`config.mk`:
```
export PLATFORM = sky130hd
export DESIGN_NAME = multicycle_controller
export DESIGN_NICKNAME = d
export VERILOG_FILES = /design/src/rtl/multicycle_controller.sv
export SDC_FILE = /design/constraint.sdc
export NUM_CORES = 1
export LEC_CHECK = 0
export BUFFER_PORTS_ARGS = -buffer_cell sky130_fd_sc_hd__buf_2
export CORE_MARGIN = 10
export CORE_UTILIZATION = 37
export CTS_CLUSTER_SIZE = 10
export DETAILED_ROUTE_END_ITERATION = 8
export HOLD_SLACK_MARGIN = 0.1
export MAX_ROUTING_LAYER = met4
export PLACE_DENSITY = 0.87
export SYNTH_ARGS = -nofsm -noshare
export SYNTH_HDL_FRONTEND = slang
export SYNTH_SLANG_ARGS = --single-unit
```
`constraint.sdc`:
```
create_clock -name clk -period 2.9 [get_ports clk]
set_input_delay 0.58 -clock clk [delete_from_list [all_inputs] [get_ports clk]]
set_output_delay 0.58 -clock clk [all_outputs]
set_load 0.1 [all_outputs]
```
`src/rtl/multicycle_controller.sv`:
```
// Moore control FSM for the multicycle RV32I-subset datapath (lw, sw, R/I ALU, beq).
// Outputs are combinational from state and IR; write strobes are held low during reset.
// Optional retired-instruction counter on port instret when MC_CTRL_PERF_EN is defined.
module multicycle_controller (
    input  logic        clk,
    input  logic        reset,
    input  logic [31:0] instr,
    input  logic        zero,
    output logic        pc_write,
    output logic        ir_write,
    output logic        mem_write,
    output logic        reg_write,
    output logic        instruction_or_data,
    output logic [1:0]  result_src,
    output logic [1:0]  alu_src_a,
    output logic [1:0]  alu_src_b,
    output logic [2:0]  alu_control,
    output logic        halted,
    output logic [3:0]  state_out
`ifdef MC_CTRL_PERF_EN
    ,
    output logic [31:0] instret
`endif
);

    typedef enum logic [3:0] {
        S_FETCH    = 4'd0,
        S_DECODE   = 4'd1,
        S_MEMADR   = 4'd2,
        S_MEMREAD  = 4'd3,
        S_MEMWB    = 4'd4,
        S_MEMWRITE = 4'd5,
        S_EXEC_R   = 4'd6,
        S_EXEC_I   = 4'd7,
        S_ALUWB    = 4'd8,
        S_BEQ      = 4'd9,
        S_BTARGET  = 4'd10,
        S_BTAKE    = 4'd11,
        S_HALT     = 4'd15
    } state_t;

    localparam logic [6:0] OP_LOAD   = 7'b0000011;
    localparam logic [6:0] OP_STORE  = 7'b0100011;
    localparam logic [6:0] OP_REG    = 7'b0110011;
    localparam logic [6:0] OP_IMM    = 7'b0010011;
    localparam logic [6:0] OP_BRANCH = 7'b1100011;

    localparam logic [2:0] ALU_ADD = 3'b000;
    localparam logic [2:0] ALU_SUB = 3'b001;
    localparam logic [2:0] ALU_AND = 3'b010;
    localparam logic [2:0] ALU_OR  = 3'b011;
    localparam logic [2:0] ALU_SLT = 3'b101;

    state_t state;

    logic [6:0] opcode;
    logic [2:0] funct3;
    logic [6:0] funct7;
    logic       unused_instr_bits;

    assign opcode = instr[6:0];
    assign funct3 = instr[14:12];
    assign funct7 = instr[31:25];
    // Register indices and immediates belong to the datapath, not to control.
    assign unused_instr_bits = ^{instr[24:15], instr[11:7]};

    // funct3 -> ALU op; funct7[5] selects sub only for R-type add/sub.
    logic [2:0] alu_op_dec;
    logic       f3_legal;
    logic       f7_legal;
    logic       exec_r_legal;
    logic       exec_i_legal;

    // Shared ALU-op decode for R-type and I-type arithmetic.
    always_comb begin
        alu_op_dec = ALU_ADD;
        f3_legal   = 1'b1;
        case (funct3)
            3'b000:  alu_op_dec = (state == S_EXEC_R && funct7[5]) ? ALU_SUB : ALU_ADD;
            3'b111:  alu_op_dec = ALU_AND;
            3'b110:  alu_op_dec = ALU_OR;
            3'b010:  alu_op_dec = ALU_SLT;
            default: f3_legal   = 1'b0;
        endcase
    end

    assign f7_legal     = (funct7 == 7'b0000000) || (funct7 == 7'b0100000);
    assign exec_r_legal = f3_legal && f7_legal;
    assign exec_i_legal = f3_legal;

    // State register; zero only matters for the BEQ decision.
    always_ff @(posedge clk or posedge reset) begin
        if (reset) begin
            state <= S_FETCH;
        end else begin
            case (state)
                S_FETCH:  state <= S_DECODE;
                S_DECODE: begin
                    if ((opcode == OP_LOAD || opcode == OP_STORE) && funct3 == 3'b010)
                        state <= S_MEMADR;
                    else if (opcode == OP_REG)
                        state <= S_EXEC_R;
                    else if (opcode == OP_IMM)
                        state <= S_EXEC_I;
                    else if (opcode == OP_BRANCH && funct3 == 3'b000)
                        state <= S_BEQ;
                    else
                        state <= S_HALT;
                end
                S_MEMADR:   state <= (opcode == OP_LOAD) ? S_MEMREAD : S_MEMWRITE;
                S_MEMREAD:  state <= S_MEMWB;
                S_MEMWB:    state <= S_FETCH;
                S_MEMWRITE: state <= S_FETCH;
                S_EXEC_R:   state <= exec_r_legal ? S_ALUWB : S_HALT;
                S_EXEC_I:   state <= exec_i_legal ? S_ALUWB : S_HALT;
                S_ALUWB:    state <= S_FETCH;
                S_BEQ:      state <= zero ? S_BTARGET : S_FETCH;
                S_BTARGET:  state <= S_BTAKE;
                S_BTAKE:    state <= S_FETCH;
                S_HALT:     state <= S_HALT;
                default:    state <= S_HALT;
            endcase
        end
    end

    // Per-state datapath controls; strobes are gated off while reset is high.
    always_comb begin
        pc_write            = 1'b0;
        ir_write            = 1'b0;
        mem_write           = 1'b0;
        reg_write           = 1'b0;
        instruction_or_data = 1'b0;
        result_src          = 2'b00;
        alu_src_a           = 2'b00;
        alu_src_b           = 2'b01;
        alu_control         = ALU_ADD;
        halted              = 1'b0;
        case (state)
            S_FETCH: begin
                ir_write  = 1'b1;
            end
            S_DECODE: begin
                pc_write  = 1'b1;
                alu_src_a = 2'b01;
                alu_src_b = 2'b10;
            end
            S_MEMADR: begin
                alu_src_a = 2'b01;
                alu_src_b = 2'b10;
            end
            S_MEMREAD: begin
                instruction_or_data = 1'b1;
            end
            S_MEMWB: begin
                result_src = 2'b01;
                reg_write  = 1'b1;
            end
            S_MEMWRITE: begin
                mem_write = 1'b1;
            end
            S_EXEC_R: begin
                alu_src_a   = 2'b01;
                alu_src_b   = 2'b00;
                alu_control = alu_op_dec;
            end
            S_EXEC_I: begin
                alu_src_a   = 2'b01;
                alu_src_b   = 2'b10;
                alu_control = alu_op_dec;
            end
            S_ALUWB: begin
                reg_write = 1'b1;
            end
            S_BEQ: begin
                alu_src_a   = 2'b01;
                alu_src_b   = 2'b00;
                alu_control = ALU_SUB;
            end
            S_BTARGET: begin
                alu_src_b = 2'b10;
            end
            S_BTAKE: begin
                pc_write = 1'b1;
            end
            S_HALT: begin
                halted = 1'b1;
            end
            default: begin
                halted = 1'b1;
            end
        endcase
        if (reset) begin
            pc_write  = 1'b0;
            ir_write  = 1'b0;
            mem_write = 1'b0;
            reg_write = 1'b0;
        end
    end

    assign state_out = state;

`ifdef MC_CTRL_PERF_EN
    logic retire;
    assign retire = (state == S_MEMWB) || (state == S_MEMWRITE) || (state == S_ALUWB) ||
                    (state == S_BTAKE) || (state == S_BEQ && !zero);

    // Count instructions on their final cycle; wraps naturally at 2^32.
    always_ff @(posedge clk or posedge reset) begin
        if (reset)
            instret <= 32'd0;
        else if (retire)
            instret <= instret + 32'd1;
    end
`endif

endmodule
```
Word level (Yosys, flattened, before mapping)
Index checks and enable logic that the tools add are counted.
Cells by class
  equal/unequal tests: 20
  bitwise logic cells: 0
  add/subtract/negate cells: 0
  multiply operators: 0
  muxes and demuxes: 26
  reduce and logical (&&, ||, !) cells: 18
  order comparisons: 0
  div/mod/pow operators: 0
  shift operators: 0
Operators with widths (number)
  4-bit one-hot mux with 9 select lines: 1
  7-bit by 6-bit == test with 1-bit output, second input constant: 3
  4-bit by 3-bit == test with 1-bit output, second input constant: 4
  4-bit == test, second input constant: 4
  4-bit two-way mux: 4
  1-bit two-way mux: 14
  3-bit two-way mux: 4
  3-bit one-hot mux with 4 select lines: 1
  12-bit OR reduction: 1
  4-bit OR reduction: 3
  4-bit by 2-bit == test with 1-bit output, second input constant: 2
  2-bit OR reduction: 4
  7-bit by 2-bit == test with 1-bit output, second input constant: 1
  7-bit by 5-bit == test with 1-bit output, second input constant: 1
  7-bit == test, second input constant: 1
  7-bit zero test: 1
  3-bit == test, second input constant: 2
  3-bit one-hot mux with 2 select lines: 1
  5-bit OR reduction: 1
  4-bit by 1-bit == test with 1-bit output, second input constant: 1
  1-bit logical AND: 4
  4-bit zero test: 1
  2-bit one-hot mux with 2 select lines: 1
  3-bit by 2-bit == test with 1-bit output, second input constant: 1
  other kinds (2): 3
Storage, ports and cells
  input port bits: 35
  word-level logic and storage cells: 65
  output and inout port bits: 19
  flip-flop bits (word level): 4
  memory bits (read-only): 0
  memory bits (writable): 0
  memories: 0
  bits in latches: 0

Longest topological paths before layout
Gate-level depths: netlist of the first run.
  depth in word-level cells: 7
  depth in mapped cells: 5
  gate-level depth less buffers: 4

Least setup slack after synthesis of the first run
OpenSTA, ideal clock, no wires.
  kind: register -> output
  start point: register state[1] (netlist: state_out[1])
  end point: output port alu_control[2]
  stages on the path, launching flop included: 5
  path buffers: 1
  data required time: 2.320 ns
  arrival time: 4.452 ns
  setup slack: -2.132 ns
  path through: dfrtp_1 -> buf_2 -> nor2b_1 -> nand2_1 -> nor4_1
Between the ends
  word-level cells in the longest chain between the ends: 3
  elaborated cells between the ends (all ways): 5
  those cells by class: eq/ne: 3; mux: 1; reduce/logical: 1
RTL lines
  from (decl): line 54  | state_t state;
  from (signal assigned): line 110  | S_MEMADR: state <= (opcode == OP_LOAD) ? S_MEMREAD : S_MEMWRITE;
  from (signal assigned): line 114  | S_EXEC_R: state <= exec_r_legal ? S_ALUWB : S_HALT;
  from (signal assigned): line 115  | S_EXEC_I: state <= exec_i_legal ? S_ALUWB : S_HALT;
  4-bit by 3-bit == test with 1-bit output: line 138  | case (state)
  2-bit OR reduction (no source line)
  3-bit one-hot mux with 2 select lines (*): line 138
  to (decl): line 17  | output logic [2:0] alu_control,
Mark *: on every way between the ends. The rest lies on a longest branch, timed or not.

Worst setup path in the final report of the first run
  start point: register state[1] (netlist: state_out[1])
  end point: output port alu_control[0]
Between the ends
  word-level cells in the longest chain between the ends: 5
  elaborated cells between the ends (all ways): 8
  those cells by class: eq/ne: 3; mux: 3; reduce/logical: 2
RTL lines
  4-bit by 3-bit == test with 1-bit output: line 79, 138
  1-bit logical AND: line 79  | 3'b000: alu_op_dec = (state == S_EXEC_R && funct7[5]) ? ALU_SUB : ALU_ADD;
  1-bit two-way mux: line 79
  3-bit one-hot mux with 4 select lines: line 78  | case (funct3)
  3-bit one-hot mux with 2 select lines (*): line 138
Marks and branches as above.

==> results of run 1 <==
layout make-up:
class | count | area, µm²
clock buffer | 3 | 22.5
sequential | 4 | 108
tap | 15 | 18.8
fill | 123 | 507
inverter | 3 | 11.3
multi-input combinational | 65 | 470
timing repair buffer | 36 | 180
cell families after synthesis:
group | after synthesis
simple gates | 45
compound gates | 18
buf+inv | 9
flops | 4
other cells | 1
routing by layer:
metal / global-route usage / vias to the layer above
met3: 0.0243 / 4
met5: - / -
met2: 0.222 / 29
met4: 0.0537 / 0
li1: - / 344
met1: 0.109 / 320
cells in the final DEF (no fill, tap or decap), types with 2 or more instances in the layout:
cell / n
a21o_1: 2
a21oi_1: 2
buf_2: 36
clkbuf_4: 3
conb_1: 2
dfrtp_2: 3
inv_1: 3
nand2_1: 7
nand2b_1: 5
nor2_1: 9
nor2b_1: 4
nor3_1: 3
nor3_2: 2
nor4_4: 2
o21a_1: 2
or3_1: 2
through the flow:
step | TNS, ns | instances
6_report | 0 | 126
5_1_grt | 0 | 126
4_1_cts | 0 | 126
3_5_place_dp | 0 | 123
3_3_place_gp | 0 | 123
2_1_floorplan | -0.347 | 78
final timing paths:
| check | end | slack (ns) | cells past startpoint |
|---|---|---|---|
| max | alu_control[0] | 0.17 | 4 |
| min | state_out[2] | 0.29 | 2 |
| max reg2reg | state_out[0] | 1.30 | 4 |
| min reg2reg | state_out[3] | 0.69 | 2 |
| max in group asynchronous | state_out[1] | 2.43 | 2 |
| min in group clk | state_out[3] | 0.66 | 3 |
worst max-delay path: stages, from the launching register on:
cell     delay (ns)
dfrtp_4        0.49
nor2b_1        0.36
nand2_1        0.29
o32ai_4        0.31
buf_2          0.46
==> impl_metrics.toml, run 1 <==
[synth]
synth_compound_area_frac = 0.249
synth_ff_type = "dfrtp_1"
synth_area_per_cell_um2 = 6.79
yosys_warnings = 0
yosys-top-cells-count = "nor2_1 (10), nand2_1 (7), nor3_1 (6)"
synth_top_cell_area_share = 0.191
synth-xor-area-share = 0
netlist_area_um2 = 523
synth_top_family_by_area = "simple AND/OR/NAND/NOR gates"
seq_area_frac_synth = 0.191
synth_edf_count = 0
synthMuxAreaShare = 0
synth_simple_gate_area_frac = 0.471
yosys.area.top_type = "dfrtp_1"
ys_top_cells_by_area = "dfrtp_1 (19%), nor2_1 (7.2%), nand2b_1 (6.0%)"
ys_ff_latch = 4
synthDistinctLibCells = 34
synth_most_common_cell = "nor2_1"
synth-adder-area-share = 0
synth-async-reset-ratio = 1.00
synth_cells = 77

[route]
drt-initial-drc-count = 19
m1WireLength_um = 760
highest_layer = "met4"
wl_mm = 1.90
met3_length_um = 84
antenna_left = 0
drc = 0
via_count = 697
route.met2.wl_mm = 1.03
wl_per_cell_um = 15.0
vias_per_cell = 5.53
first_pass_iters = 4

[cts]
cts_root_buffer = "clkbuf_4"
cts.sinks = 4
cts-resized-gates = 0
htree_levels = 1
clk_path_buf_depth = 2
clk-insertion-delay-late_ns = 0.24
cts_tree = "built"
ctsHoldBuffers = 0
path_clk_slew_ns = 0.04
cts_inserted_buffers = 3
cts_setup_buffers = 0

[finish]
drive_gt1_frac = 0.505
antenna_cells = 0
largest_reg_flops = 4
fin_area_um2 = 811
fin_nets = 148
area_growth_syn_to_layout_pct = 55.0
postLayoutCoreUtil = 0.615

[global_routing]
grt_usage = 0.118
grt_max_degree = 17
overflow = 0
antenna_found_initial = 0
grt_pass1_vias = 762
grt_pass1_wl_mm = 3.21

[timing]
finClkSkew_ns = 0.00386
fmax_ghz = 0.367
period_share = 0.941
hold_viol = 0
rsz0062_at_grt = "false"
setup_ws_ns = 0.172
setup_viol_count_final = 0
min_period_ns = 2.73
holdWs_ns = 0.293
slew_viol_final = 0

[floorplan]
ios = 54
core_um2 = 1320
num_rows = 13
dieArea_um2 = 3320
die_x_um = 57.6
start_util = 0.397
fp.dieH_um = 57.6

[place]
gp_congestion = 0.793
placed_area_um2 = 788
hpwlAfterDp_mm = 1.56
io_buffers = 36
dp_slack_ns = 0.419

[setup_path]
worstPathArrival_ns = 2.15
r2r_start = "state_out[2]"
crit_required_ns = 2.32
crit_start = "state_out[1]"
start_kind = "register"
crit_fanout = 14
endpoint_kind = "output port"
path_class = "register to output port"

[status]
status = "finished, final reports clean"

[run]
cap_viol_max_count = 0

[worst_hold_path]
hp-class = "primary input to asynchronous set/reset pin"
Power of run 1 is left out: the tool's default activity adds up to more than one toggle a clock period on the data nets, which glitch-free logic cannot reach.
==> inputs of run 2 (changes only) <==
--- a/config.mk
+++ b/config.mk
@@ -6,7 +6,6 @@
 export NUM_CORES = 1
 export LEC_CHECK = 0
 export BUFFER_PORTS_ARGS = -buffer_cell sky130_fd_sc_hd__buf_2
-export CORE_MARGIN = 10
 export CORE_UTILIZATION = 37
 export CTS_CLUSTER_SIZE = 10
 export DETAILED_ROUTE_END_ITERATION = 8
==> run 2 against run 1 <==
  * Clock skew decreased by 0.00065 ns
  * Largest cell class unchanged
  * Cell area is the same
  * Via count up 1.6%
  * Worst setup slack worse by 0.00088 ns
  * Critical path type unchanged
  * Highest routed layer unchanged
  * Worst hold slack worse by 0.0091 ns
  * First-iteration DRC count decreased by 21%
  * Critical endpoint unchanged
  * Critical path depth unchanged
  * Wire length shrank 19%
==> impl_metrics.toml, run 2 (synthesized netlist as in run 1, its figures left out) <==
[cts]
cts.sinks = 4
clk-insertion-delay-late_ns = 0.24
htree_levels = 1
cts_inserted_buffers = 3
path_clk_slew_ns = 0.04
cts_setup_buffers = 0
ctsHoldBuffers = 0
cts_tree = "built"
cts_root_buffer = "clkbuf_4"
clk_path_buf_depth = 2
cts-resized-gates = 0

[setup_path]
endpoint_kind = "output port"
crit_required_ns = 2.32
path_class = "register to output port"
worstPathArrival_ns = 2.15
crit_fanout = 14
start_kind = "register"

[finish]
drive_gt1_frac = 0.505
largest_reg_flops = 4
stdcell_count = 126
area_growth_syn_to_layout_pct = 55.0
antenna_cells = 0
nFillCells = 128
layout_commonest_cell = "buf_2"
final_cell_mix = "buf_2 (36), nor2_1 (9), nand2_1 (7)"
fin_nets = 148

[global_routing]
grt_max_degree = 17
use_met3 = 0.0170
grt_pass1_wl_mm = 2.51
overflow = 0
met2_usage = 0.414
antenna_found_initial = 0
met1_usage = 0.286
grt_busiest_layer = "met2"
grt_pass1_vias = 587
grt_usage = 0.241

[route]
wl_per_cell_um = 12.2
drt-initial-drc-count = 15
antenna_left = 0
wl_mm = 1.54
drc = 0
first_pass_iters = 4
via_count = 708
vias_per_cell = 5.62

[floorplan]
num_rows = 13
core_um2 = 1300
dieArea_um2 = 1570
start_util = 0.402
ios = 54
die_x_um = 39.6
fp.dieH_um = 39.6

[place]
hpwlAfterDp_mm = 1.23
gp_congestion = 0.793
dp_cells = 123
io_buffers = 36

[timing]
slew_viol_final = 0
fmax_ghz = 0.366
setup_viol_count_final = 0
rsz0062_at_grt = "false"
finClkSkew_ns = 0.00321
hold_viol = 0
min_period_ns = 2.73
period_share = 0.941

[run]
cap_viol_max_count = 0

[worst_hold_path]
hp-class = "primary input to asynchronous set/reset pin"

[status]
status = "finished, final reports clean"
## run 2: cell counts in the layout (fill, tap and decap cells not counted)
Identical to the previous run, type by type.
## run 2: critical path: stages, from the launching register on
cell and delay [ns]:
dfrtp_4 0.49, nor2b_1 0.36, nand2_1 0.29, o32ai_4 0.31, buf_2 0.46
## run 2: final cells by class
cell class | count | area, µm² | share of cell area
clock buffers | 3 | 22.5 | 0.0278
inverters | 3 | 11.3 | 0.0139
multi-input cells | 65 | 470 | 0.580
flip-flops and latches | 4 | 108 | 0.133
well taps | 15 | 18.8 | 0.0231
repair buffers | 36 | 180 | 0.222
## run 2: stage by stage
| stage | utilization | setup TNS (ns) | setup slack [ns] | hold slack (ns) | cell area, µm² |
|---|---|---|---|---|---|
| 3_3_place_gp | 0.606 | 0 | 0.457 | 0.530 | 788 |
| 2_1_floorplan | - | -0.347 | -0.133 | 0.346 | 621 |
| 3_5_place_dp | 0.606 | 0 | 0.412 | 0.540 | 788 |
| 5_1_grt | 0.623 | 0 | 0.0504 | 0.300 | 811 |
| 6_report | 0.623 | 0 | 0.171 | 0.284 | 811 |
| 4_1_cts | 0.623 | 0 | 0.164 | 0.291 | 811 |
## run 2: routing by layer
metal / vias to the layer above / routed length, µm
met3: 5 / 94
met1: 325 / 605
li1: 346 / -
met2: 32 / 809
met4: 0 / 27
met5: - / 0
## run 2: path summary, 6_finish.rpt
check                              from             end  slack, ns  cells past startpoint
setup reg to reg           state_out[2]    state_out[0]       1.35                      4
hold reg to reg            state_out[1]    state_out[3]       0.68                      2
min in group clk               instr[4]    state_out[3]       0.64                      3
setup / recovery           state_out[1]  alu_control[0]       0.17                      4
hold / removal                    reset    state_out[2]       0.28                      2
max in group asynchronous         reset    state_out[1]       2.45                      2
Power of run 2 is left out for the same reason.
==> inputs of run 3 (changes only) <==
==> constraint.sdc (replaced) <==
create_clock -name clk -period 2.9 [get_ports clk]
set_input_delay 0.145 -clock clk [delete_from_list [all_inputs] [get_ports clk]]
set_output_delay 0.145 -clock clk [all_outputs]
set_load 0.1 [all_outputs]
==> run 3 against run 2 <==
  * Core utilization fell by 3.0 points
  * Clock-buffer cell count did not move
  * Worst hold slack got worse by 0.080 ns
  * Global-route usage rose by 0.42 points
  * Cell count rose by 0.79%
  * Sequential share of layout area fell by 0.31 points
  * Clock skew rose by 0.0021 ns
==> impl_metrics.toml, run 3 (synthesized netlist as in run 1, its figures left out) <==
[floorplan]
ios = 54
num_rows = 13
core_um2 = 1300
fp.dieH_um = 39.6
dieArea_um2 = 1570
die_x_um = 39.6
start_util = 0.402

[setup_path]
crit_required_ns = 2.76
crit_family = "simple AND/OR/NAND/NOR gates"
path_class = "register to output port"
crit_chain = "nor2b_1, nand2_1, o32ai_4, buf_2"
worstPathArrival_ns = 2.23
cpPeakStageDelay_ns = 0.55
crit_cells = 4
r2r_cells = 4
crit_buf_inv = 1
endpoint_kind = "output port"
crit_fanout = 14
start_kind = "register"
crit_slowest_cell = "dfrtp_1"

[cts]
cts_setup_buffers = 0
cts_tree = "built"
cts_inserted_buffers = 3
htree_levels = 1
cts_root_buffer = "clkbuf_4"
cts.sinks = 4
clk_path_buf_depth = 2
path_clk_slew_ns = 0.04
clk-insertion-delay-late_ns = 0.25

[timing]
period_share = 0.818
setup_ws_ns = 0.529
hold_viol = 0
min_period_ns = 2.37
worst_slew_pin_slew_ns = 0.487
slew_viol_final = 0
slew_headroom = 0.671
finClkSkew_ns = 0.00529
rsz0062_at_grt = "false"
fmax_ghz = 0.422
setup_viol_count_final = 0

[route]
wl_per_cell_um = 12.5
antenna_left = 0
vias_per_cell = 5.68
via_count = 721
drc = 0
wl_mm = 1.59
first_pass_iters = 6
drt-initial-drc-count = 14

[worst_hold_path]
holdPathStages = 3
hp-class = "primary input to register"

[finish]
antenna_cells = 0
nFillCells = 133
fin_nets = 149
postLayoutCoreUtil = 0.593
stdcell_count = 127
area_growth_syn_to_layout_pct = 47.6
layout_commonest_cell = "buf_2"
fin_area_um2 = 772
regArea_um2 = 100
drive_gt1_frac = 0.411
final_cell_mix = "buf_2 (36), nor2_1 (10), nand2_1 (7)"
largest_reg_flops = 4
multi_input_area_um2 = 429

[global_routing]
overflow = 0
antenna_found_initial = 0
grt_max_degree = 17
grt_usage = 0.245
grt_pass1_vias = 560
grt_pass1_wl_mm = 2.43

[place]
gp_congestion = 0.902
hpwlAfterDp_mm = 1.20
placed_area_um2 = 739
io_buffers = 36
dp_slack_ns = 0.781
dp_cells = 123

[status]
status = "finished, final reports clean"

[run]
cap_viol_max_count = 0
run 3: layout make-up:
class / instances / share of cell area
Sequential cell: 4 / 0.130
Multi-Input combinational cell: 65 / 0.556
Tap cell: 15 / 0.0243
Inverter: 3 / 0.0146
Clock buffer: 3 / 0.0292
Timing Repair Buffer: 37 / 0.246
run 3: worst paths after layout:
| check | startpoint | to | slack, ns |
|---|---|---|---|
| max | state_out[1] | alu_control[0] | 0.53 |
| min | instr[4] | state_out[3] | 0.20 |
| max reg2reg | state_out[2] | state_out[0] | 1.26 |
| min reg2reg | state_out[1] | state_out[3] | 0.81 |
| max in group asynchronous | reset | state_out[3] | 2.35 |
| min in group asynchronous | reset | state_out[1] | 0.39 |
run 3: repair_timing:
action / in CTS / in global routing
hold buffers: 1 / 0
endpoints found under the hold margin: 4 / 0
resized for setup: 0 / 0
run 3: routing by layer:
metal	routed length, µm	up-vias	track usage	part of all wire
li1	-	356	-	-
met5	0	-	-	0
met2	765	36	0.381	0.48
met3	119	4	0.0341	0.075
met4	41	0	0.155	0.026
met1	663	325	0.296	0.42
run 3: per-stage QoR:
| step | hold WS, ns | setup TNS, ns |
|---|---|---|
| finish | 0.203 | 0 |
| global route | 0.215 | 0 |
| CTS | 0.201 | 0 |
| detailed placement | 0.0939 | 0 |
| floorplan | -0.0889 | -2.84 |
| global placement | 0.0791 | 0 |
run 3: worst min-delay path: cells and delay by family:
kind / cells / cell delay, ns
buf+inv: 1 / 0.11
compound gates: 1 / 0.11
simple gates: 1 / 0.04
Power of run 3 is left out for the same reason.
